==> src/rtl/dct_pkg.sv <==
// Shared constants, typedefs and the zigzag scan table for the DCT coefficient path.
package dct_pkg;

  localparam int unsigned DCT_DATA_W = 12;
  localparam int unsigned DCT_N      = 8;
  localparam int unsigned DCT_BLK_SZ = DCT_N * DCT_N;

  typedef logic       bank_idx_t;
  typedef logic [5:0] scan_idx_t;

  typedef enum logic {ST_IDLE, ST_STREAM} rd_state_e;

  // Raster address {row, col} visited at each zigzag scan position.
  localparam scan_idx_t DCT_ZIGZAG [DCT_BLK_SZ] = '{
    6'd0,  6'd1,  6'd8,  6'd16, 6'd9,  6'd2,  6'd3,  6'd10,
    6'd17, 6'd24, 6'd32, 6'd25, 6'd18, 6'd11, 6'd4,  6'd5,
    6'd12, 6'd19, 6'd26, 6'd33, 6'd40, 6'd48, 6'd41, 6'd34,
    6'd27, 6'd20, 6'd13, 6'd6,  6'd7,  6'd14, 6'd21, 6'd28,
    6'd35, 6'd42, 6'd49, 6'd56, 6'd57, 6'd50, 6'd43, 6'd36,
    6'd29, 6'd22, 6'd15, 6'd23, 6'd30, 6'd37, 6'd44, 6'd51,
    6'd58, 6'd59, 6'd52, 6'd45, 6'd38, 6'd31, 6'd39, 6'd46,
    6'd53, 6'd60, 6'd61, 6'd54, 6'd47, 6'd55, 6'd62, 6'd63
  };

endpackage

==> src/rtl/dct_zigzag_rom.sv <==
// Combinational zigzag lookup: scan position -> (row, col) of the 8x8 block.
module dct_zigzag_rom
  import dct_pkg::*;
(
  input  scan_idx_t  pos_i,
  output logic [2:0] row_o,
  output logic [2:0] col_o
);

  scan_idx_t addr;

  always_comb begin
    addr  = DCT_ZIGZAG[pos_i];
    row_o = addr[5:3];
    col_o = addr[2:0];
  end

endmodule

==> src/rtl/dct_coef_serializer.sv <==
// Column-parallel to serial coefficient serializer with a ping-pong 2x64 block store.
// Define DCT_ZIGZAG_EN to emit in JPEG zigzag order instead of row-major raster order.
module dct_coef_serializer
  import dct_pkg::*;
#(
  parameter int unsigned DATA_W = DCT_DATA_W,
  parameter int unsigned N      = DCT_N
) (
  input  logic                     i_clk,
  input  logic                     i_rst,
  input  logic                     i_valid,
  input  logic signed [DATA_W-1:0] i_data0,
  input  logic signed [DATA_W-1:0] i_data1,
  input  logic signed [DATA_W-1:0] i_data2,
  input  logic signed [DATA_W-1:0] i_data3,
  input  logic signed [DATA_W-1:0] i_data4,
  input  logic signed [DATA_W-1:0] i_data5,
  input  logic signed [DATA_W-1:0] i_data6,
  input  logic signed [DATA_W-1:0] i_data7,
  output logic                     o_in_ready,
  output logic                     o_valid,
  input  logic                     i_ready,
  output logic signed [DATA_W-1:0] o_data,
  output logic [5:0]               o_index,
  output logic                     o_sop,
  output logic                     o_eop,
  output logic                     o_overflow
);

  logic signed [DATA_W-1:0] in_data [8];
  logic signed [DATA_W-1:0] mem_q [2][DCT_BLK_SZ];

  bank_idx_t  wr_bank_q, wr_bank_d;
  bank_idx_t  rd_bank_q, rd_bank_d;
  logic [2:0] beat_cnt_q, beat_cnt_d;
  logic [1:0] bank_full_q, bank_full_d;
  rd_state_e  state_q, state_d;
  logic       overflow_q, overflow_d;

  logic                     valid_q, valid_d;
  logic signed [DATA_W-1:0] data_q, data_d;
  scan_idx_t                index_q, index_d;
  logic                     sop_q, sop_d;
  logic                     eop_q, eop_d;

  logic                     wr_en;
  logic                     load;
  logic                     release_bank;
  bank_idx_t                rd_sel;
  scan_idx_t                rd_pos;
  scan_idx_t                rd_addr;
  logic signed [DATA_W-1:0] rd_word;

  assign in_data = '{i_data0, i_data1, i_data2, i_data3, i_data4, i_data5, i_data6, i_data7};

  assign o_in_ready = ~bank_full_q[wr_bank_q];
  assign wr_en      = i_valid & o_in_ready;

`ifdef DCT_ZIGZAG_EN
  logic [2:0] zz_row, zz_col;

  dct_zigzag_rom u_zigzag_rom (
    .pos_i (rd_pos),
    .row_o (zz_row),
    .col_o (zz_col)
  );

  assign rd_addr = {zz_row, zz_col};
`else
  assign rd_addr = rd_pos;
`endif

  // Single read port: only one (bank, address) pair is looked up per cycle.
  assign rd_word = mem_q[rd_sel][rd_addr];

  // Control: write side, bank flags and read FSM.
  always_comb begin
    beat_cnt_d   = beat_cnt_q;
    wr_bank_d    = wr_bank_q;
    rd_bank_d    = rd_bank_q;
    bank_full_d  = bank_full_q;
    overflow_d   = overflow_q;
    state_d      = state_q;
    load         = 1'b0;
    release_bank = 1'b0;
    rd_sel       = rd_bank_q;
    rd_pos       = index_q + 6'd1;

    if (i_valid) begin
      if (o_in_ready) begin
        beat_cnt_d = beat_cnt_q + 3'd1;
        if (beat_cnt_q == 3'd7) begin
          bank_full_d[wr_bank_q] = 1'b1;
          wr_bank_d              = ~wr_bank_q;
        end
      end else begin
        overflow_d = 1'b1;
      end
    end

    unique case (state_q)
      ST_IDLE: begin
        if (bank_full_q[rd_bank_q]) begin
          rd_pos  = '0;
          load    = 1'b1;
          state_d = ST_STREAM;
        end
      end
      ST_STREAM: begin
        if (valid_q && i_ready) begin
          if (index_q != 6'd63) begin
            load = 1'b1;
          end else begin
            release_bank = 1'b1;
            rd_bank_d    = ~rd_bank_q;
            if (bank_full_q[~rd_bank_q]) begin
              rd_sel = ~rd_bank_q;
              rd_pos = '0;
              load   = 1'b1;
            end else begin
              state_d = ST_IDLE;
            end
          end
        end
      end
      default: state_d = ST_IDLE;
    endcase

    // A bank being written is never full, so this cannot clash with the set above.
    if (release_bank) begin
      bank_full_d[rd_bank_q] = 1'b0;
    end
  end

  // Output registers: load a coefficient, hold while stalled, or clear on going idle.
  always_comb begin
    valid_d = valid_q;
    data_d  = data_q;
    index_d = index_q;
    sop_d   = sop_q;
    eop_d   = eop_q;
    if (load) begin
      valid_d = 1'b1;
      data_d  = rd_word;
      index_d = rd_pos;
      sop_d   = (rd_pos == 6'd0);
      eop_d   = (rd_pos == 6'd63);
    end else if (release_bank) begin
      valid_d = 1'b0;
      data_d  = '0;
      index_d = '0;
      sop_d   = 1'b0;
      eop_d   = 1'b0;
    end
  end

  always_ff @(posedge i_clk) begin
    if (!i_rst) begin
      wr_bank_q   <= 1'b0;
      rd_bank_q   <= 1'b0;
      beat_cnt_q  <= '0;
      bank_full_q <= '0;
      state_q     <= ST_IDLE;
      overflow_q  <= 1'b0;
      valid_q     <= 1'b0;
      data_q      <= '0;
      index_q     <= '0;
      sop_q       <= 1'b0;
      eop_q       <= 1'b0;
    end else begin
      wr_bank_q   <= wr_bank_d;
      rd_bank_q   <= rd_bank_d;
      beat_cnt_q  <= beat_cnt_d;
      bank_full_q <= bank_full_d;
      state_q     <= state_d;
      overflow_q  <= overflow_d;
      valid_q     <= valid_d;
      data_q      <= data_d;
      index_q     <= index_d;
      sop_q       <= sop_d;
      eop_q       <= eop_d;
    end
  end

  // Block store carries no reset; stale contents are unreachable once the flags clear.
  always_ff @(posedge i_clk) begin
    if (wr_en) begin
      for (int r = 0; r < N; r++) begin
        mem_q[wr_bank_q][{3'(r), beat_cnt_q}] <= in_data[r];
      end
    end
  end

  assign o_valid    = valid_q;
  assign o_data     = data_q;
  assign o_index    = index_q;
  assign o_sop      = sop_q;
  assign o_eop      = eop_q;
  assign o_overflow = overflow_q;

endmodule

==> config.mk <==
export PLATFORM = sky130hd
export DESIGN_NAME = dct_coef_serializer
export DESIGN_NICKNAME = d
export VERILOG_FILES = /design/src/rtl/dct_pkg.sv /design/src/rtl/dct_zigzag_rom.sv /design/src/rtl/dct_coef_serializer.sv
export SDC_FILE = /design/constraint.sdc
export NUM_CORES = 2
export LEC_CHECK = 0
export CAP_MARGIN = 20
export CORE_MARGIN = 5
export CORE_UTILIZATION = 40
export DETAILED_ROUTE_END_ITERATION = 10
export DONT_BUFFER_PORTS = 1
export GPL_ROUTABILITY_DRIVEN = 0
export PLACE_DENSITY_LB_ADDON = 0.1
export SKIP_CTS_REPAIR_TIMING = 1
export SYNTH_ARGS = -nofsm -noshare
export SYNTH_HDL_FRONTEND = slang
export SYNTH_SLANG_ARGS = --single-unit
==> constraint.sdc <==
create_clock -name i_clk -period 17 [get_ports i_clk]
set_input_delay 3.4 -clock i_clk [delete_from_list [all_inputs] [get_ports i_clk]]
set_output_delay 3.4 -clock i_clk [all_outputs]
set_load 0.01 [all_outputs]
* Word-level counts from Yosys, hierarchy flattened
Memories as Yosys holds them, arrays and structs flattened. Cells that the tools add are included.
Word-level totals: input bits 100, memories kept 1, bits in registers 30, bits in writable memories 1536
Cells by class: order comparisons 22, bitwise logic cells 5394, multiplexer cells 5445, reduce and logical (&&, ||, !) cells 17, eq/ne operators 3, add/subtract/negate cells 2
Memory list:
- mem_q | depth 2, width 768, read ports 1, clocked after Yosys merged registers in 0, write ports 1, line dct_coef_serializer.sv:31 | logic signed [DATA_W-1:0] mem_q [2][DCT_BLK_SZ];
Operators with widths (count):
- $mux 768 | 8
- $mux 1 | 5401
- $or 1x1->1 | 5376
- $demux 12 s6 | 8
- $mux 12 | 12
- $bmux 12 s6 | 1
- $ge 7x7->1 const B | 9
- $lt 7x1->1 const B | 8
- $mux 6 | 6
- $not 6->7 | 5
- $not 5->7 | 2
- $pmux 6 s2 | 1
- $logic_and 1x1->1 | 11
- $mux 2 | 4
- $not 3->7 | 1
- $not 4->7 | 1
- $add 6x1->6 const B | 1
- $eq 6x6->1 const B | 1
- $logic_not 6->1 | 1
- $lt 1x2->1 const B | 3
- $ne 6x6->1 const B | 1
- $reduce_and 3->1 | 2
- $not 1->1 | 5
- $pmux 1 s2 | 2
- other kinds (10) | 13

* Logic depth before layout (Yosys ltp)
depth in word-level cells 13, gate-level depth with buffers 15

* Worst setup path after synthesis
No wires, ideal clock.
path type input-to-reg, start point input i_valid, end point memory mem_q[0][168] (netlist name), enable pin, slack 3.427 ns, library setup time 0.787 ns, buffers on the path 1, stages on the path 3, data arrival time 12.786 ns, required time 16.213 ns, cell sequence nand3_1 > clkbuf_1 > nor4_1
On the way: longest elaborated chain between the ends 10
Ends and longest elaborated chain:
- start, declared | line dct_coef_serializer.sv:11 | input logic i_valid,
- $and 1x1->1 (*) | line dct_coef_serializer.sv:57 | assign wr_en = i_valid & o_in_ready;
- $mux 1 (*) | line dct_coef_serializer.sv:187 | if (wr_en) begin
- $mux 768 (implied by the code) | line dct_coef_serializer.sv:189 | mem_q[wr_bank_q][{3'(r), beat_cnt_q}] <= in_data[r];
- $or 1x1->1 (no line) (6 in series)
- $or 1x1->1 (no line) (*)
- end, declared | line dct_coef_serializer.sv:31
Every way passes the cells marked *; elsewhere a longest branch is shown, timed or not.

* Final worst setup path
start point input i_ready, end point register data_q[0] (netlist: o_data[0])
On the way: longest elaborated chain between the ends 8
Ends and longest elaborated chain:
- start, declared | line dct_coef_serializer.sv:22 | input logic i_ready,
- $logic_and 1x1->1 (*) | line dct_coef_serializer.sv:110 | if (valid_q && i_ready) begin
- $mux 1 / $mux 6 (equally long branches) | line dct_coef_serializer.sv:110
- $mux 1 / $pmux 6 s2 (equally long branches) | line dct_coef_serializer.sv:101 | unique case (state_q)
- $mem_v2 2x768 / $not 6->7 (equally long branches)
- $bmux 12 s6 | line dct_coef_serializer.sv:74 | assign rd_word = mem_q[rd_sel][rd_addr];
- $mux 12 (implied by the code) (2 in series) | line dct_coef_serializer.sv:74
- $mux 12 | line dct_coef_serializer.sv:142 | if (load) begin
- end signal, assigned | line dct_coef_serializer.sv:178 | data_q <= data_d;
- end, declared | line dct_coef_serializer.sv:41 | logic signed [DATA_W-1:0] data_q, data_d;
Every way passes the cells marked *; elsewhere a longest branch is shown, timed or not. The select of a mux whose other input is x is not followed. A chain may end at the register's enable or synchronous reset.

==> flow_metrics.py <==
metrics = {
    "run_status": {
        "outcome": "finished, final reports clean",
    },
    "critical_path": {
        "crit_chain": "and3_1 -> a41oi_4 -> nor2_4 -> buf_12 -> buf_4 -> buf_4 -> mux2i_1 -> a221o_1 -> o22ai_1 -> o41ai_1 -> a31oi_1",
        "cp_max_fo": 97,
        "cp.arrival_ns": 7.92,
        "cp-start-kind": "primary input",
        "critical_path.top_delay_family": "buffers and inverters",
        "critical_path.max_stage_delay_ns": 0.67,
        "crit_buf_inv": 3,
        "crit_top_cell": "buf_4",
        "r2r_cells": 13,
        "worstSetupPathType": "primary input to register",
        "slowest_stage": "buf_4",
        "worst-path-stages": 11,
        "crit_required_ns": 17.66,
        "critPathCaptureType": "register",
    },
    "sta": {
        "drv_slew": 0,
        "rsz0062_at_grt": "false",
        "setup_tns_ns": 0,
        "finalCritPeriodShare_pct": 42.7,
        "max_slew_margin_pct": 19.0,
        "fin_skew_ns": 0.0181,
        "fin_crit_ns": 7.26,
        "max_freq_mhz": 138,
        "hold_viol": 0,
        "worst_pin_slew_ns": 1.21,
        "setup_viol": 0,
    },
    "cells_and_area": {
        "drive_gt1_share_pct": 8.20,
        "multi_input_area_um2": 19700,
        "area_delta_synth_final_pct": 10.5,
        "nets": 5527,
        "seqCellArea_um2": 46700,
        "final_cells": 7805,
        "fillers": 15700,
    },
    "clocking": {
        "clockBufferDepth": 3,
        "h-tree-depth": 4,
        "path_clk_slew_ns": 0.06,
        "cts_sinks": 1566,
        "cts_tree": "done",
        "cts_buffers": 172,
        "root_buffer": "clkbuf_16",
        "insertion_delay_ns": 0.81,
    },
    "synthesis": {
        "syn_nets": 5702,
        "syn_avg_cell_area_um2": 12.2,
        "synth_cells": 5599,
        "synth_cell_types": 75,
        "syn_area_um2": 68500,
        "synth-async-reset-ratio_pct": 0,
        "synth_area_leaders": "edfxtp_1 67%, nand2_1 8.8%, a21o_1 3.7%",
        "yosys_warnings": 0,
        "synth_top_cell_by_area": "edfxtp_1",
        "synth_seq_cells": 1566,
        "synth_edf_count": 1536,
        "yosysTopAreaCellShare_pct": 67.3,
        "ys_seq_area_share_pct": 68.2,
        "yosys_most_used_dff": "edfxtp_1",
        "synth_most_common_cell": "nand2_1",
        "synth_common_cells": "1615 x nand2_1, 1536 x edfxtp_1, 338 x a21o_1",
    },
    "detailed_routing": {
        "via_per_inst": 6.13,
        "drc": 0,
        "wl_mm": 270,
        "antenna_left": 0,
        "vias": 47800,
        "dr.pass1.iters": 5,
        "drt_iter0_markers": 5744,
        "wl_per_cell_um": 34.5,
    },
    "job": {
        "maxCapViolations": 0,
    },
    "floorplan": {
        "placementRows": 152,
        "dieArea_um2": 180000,
        "die_h_um": 424,
        "die_x_um": 424,
        "pin_count": 123,
        "core_area_um2": 171000,
        "initial_core_util_pct": 40.1,
    },
    "global_routing": {
        "grt_pass1_vias": 46200,
        "overflow": 0,
        "grt_max_degree": 122,
        "grt_pass1_wl_mm": 372,
        "groute.usage.overall_pct": 29.4,
        "antenna_found_initial": 14,
    },
    "pwr": {
        "vdd_ir_drop_max_mv": 0.110,
        "power_density_nw_per_um2": 108,
        "leakagePower_nw": 26.7,
    },
    "place": {
        "dpl.cell_count": 7482,
        "hpwlAfterDp_mm": 151,
        "portBuffers": 0,
    },
    "min_path": {
        "hold_path_class": "register to register",
        "hold-path-cell-count": 1,
    },
}
==> stage by stage <==
stage               util, %  hold WS [ns]  instance area (um^2)  total power, mW  worst slack (ns)
floorplan                 -         0.486                 68500             4.57              3.43
global placement       41.2         0.529                 70400             4.63              8.93
detailed placement     41.2         0.532                 70400             4.64              8.94
CTS                    44.3         0.545                 75700             8.19              9.82
global route           44.3         0.578                 75700             8.38              9.60
finish                 44.3         0.547                 75700             8.15              9.74
==> final timing paths <==
kind | start | end | slack [ns]
max | i_ready | o_data[0] | 9.74
min | o_overflow | o_overflow | 0.55
min reg2reg | o_overflow | o_overflow | 0.55
max reg2reg | o_index[0] | o_data[0] | 11.15
==> where the power goes <==
| part | switching, mW | total [mW] | internal (mW) | leakage, nW |
|---|---|---|---|---|
| sequential | 0.00979 | 4.31 | 4.30 | 14.1 |
| combinational | 0.190 | 0.255 | 0.0657 | 10.0 |
| clock | 1.57 | 3.59 | 2.02 | 2.57 |
| total | 1.77 | 8.15 | 6.39 | 26.7 |
==> cell type report <==
cell class	instances	share of cell area, %
sequential	1566	61.7
multi-input combinational	3537	26.0
clock buffer	234	6.14
tap	2233	3.69
timing repair buffer	141	1.59
clock inverter	77	0.830
antenna	11	0.0364
inverter	6	0.0298
==> cell usage in the layout (no fill, tap or decap), types with 11 or more instances in the layout <==
| master | Yosys | layout |
|---|---|---|
| clkinv_2 | 0 | 18 |
| or3_1 | 14 | 12 |
| buf_4 | 115 | 128 |
| o211ai_1 | 12 | 12 |
| o2111ai_1 | 17 | 17 |
| edfxtp_1 | 1536 | 1536 |
| a221oi_1 | 34 | 34 |
| a32oi_1 | 13 | 13 |
| nand2_1 | 1615 | 1615 |
| mux2i_1 | 208 | 208 |
| nor2_2 | 4 | 12 |
| a22oi_1 | 28 | 28 |
| buf_12 | 0 | 11 |
| and3_1 | 121 | 121 |
| clkbuf_1 | 180 | 54 |
| nor2_1 | 78 | 50 |
| nor2_4 | 1 | 21 |
| a211oi_1 | 119 | 119 |
| clkinv_1 | 2 | 39 |
| dfxtp_1 | 30 | 29 |
| a21o_1 | 338 | 337 |
| diode_2 | 0 | 11 |
| a21oi_1 | 207 | 206 |
| o22ai_1 | 61 | 61 |
| nand4_1 | 41 | 41 |
| a31oi_1 | 117 | 117 |
| nor3_1 | 24 | 15 |
| o21ai_0 | 69 | 67 |
| nor2b_1 | 52 | 52 |
| clkbuf_16 | 0 | 175 |
| nand3_1 | 235 | 232 |
==> kinds of logic after synthesis <==
group	count (synthesis)	share of synthesized area, %
buffers and inverters	496	3.67
adders and majority gates	3	0.0548
and+or+nand+nor	2210	13.6
muxes	225	3.45
DFF	1566	68.2
xor gates and xnor gates	8	0.102
AOI/OAI and AO/OA	1091	10.9
==> metal layers <==
metal	up-vias	part of all wire [%]	GRT usage, %
met5	-	0.029	0
met4	12	4.5	12.1
met3	500	7.8	4.76
met2	2411	48	48.5
met1	24700	40	38.8
li1	20200	-	-
==> flip-flops by register name, summed over array words and instances (netlist names) <==
name and cells:
mem_q 1536, o_data 12, o_index 6, beat_cnt_q 3, bank_full_q 2, o_eop 1
o_overflow 1, o_sop 1, o_valid 1, rd_bank_q 1, state_q 1, wr_bank_q 1
No activity file was read; power rests on OpenSTA's default activity.
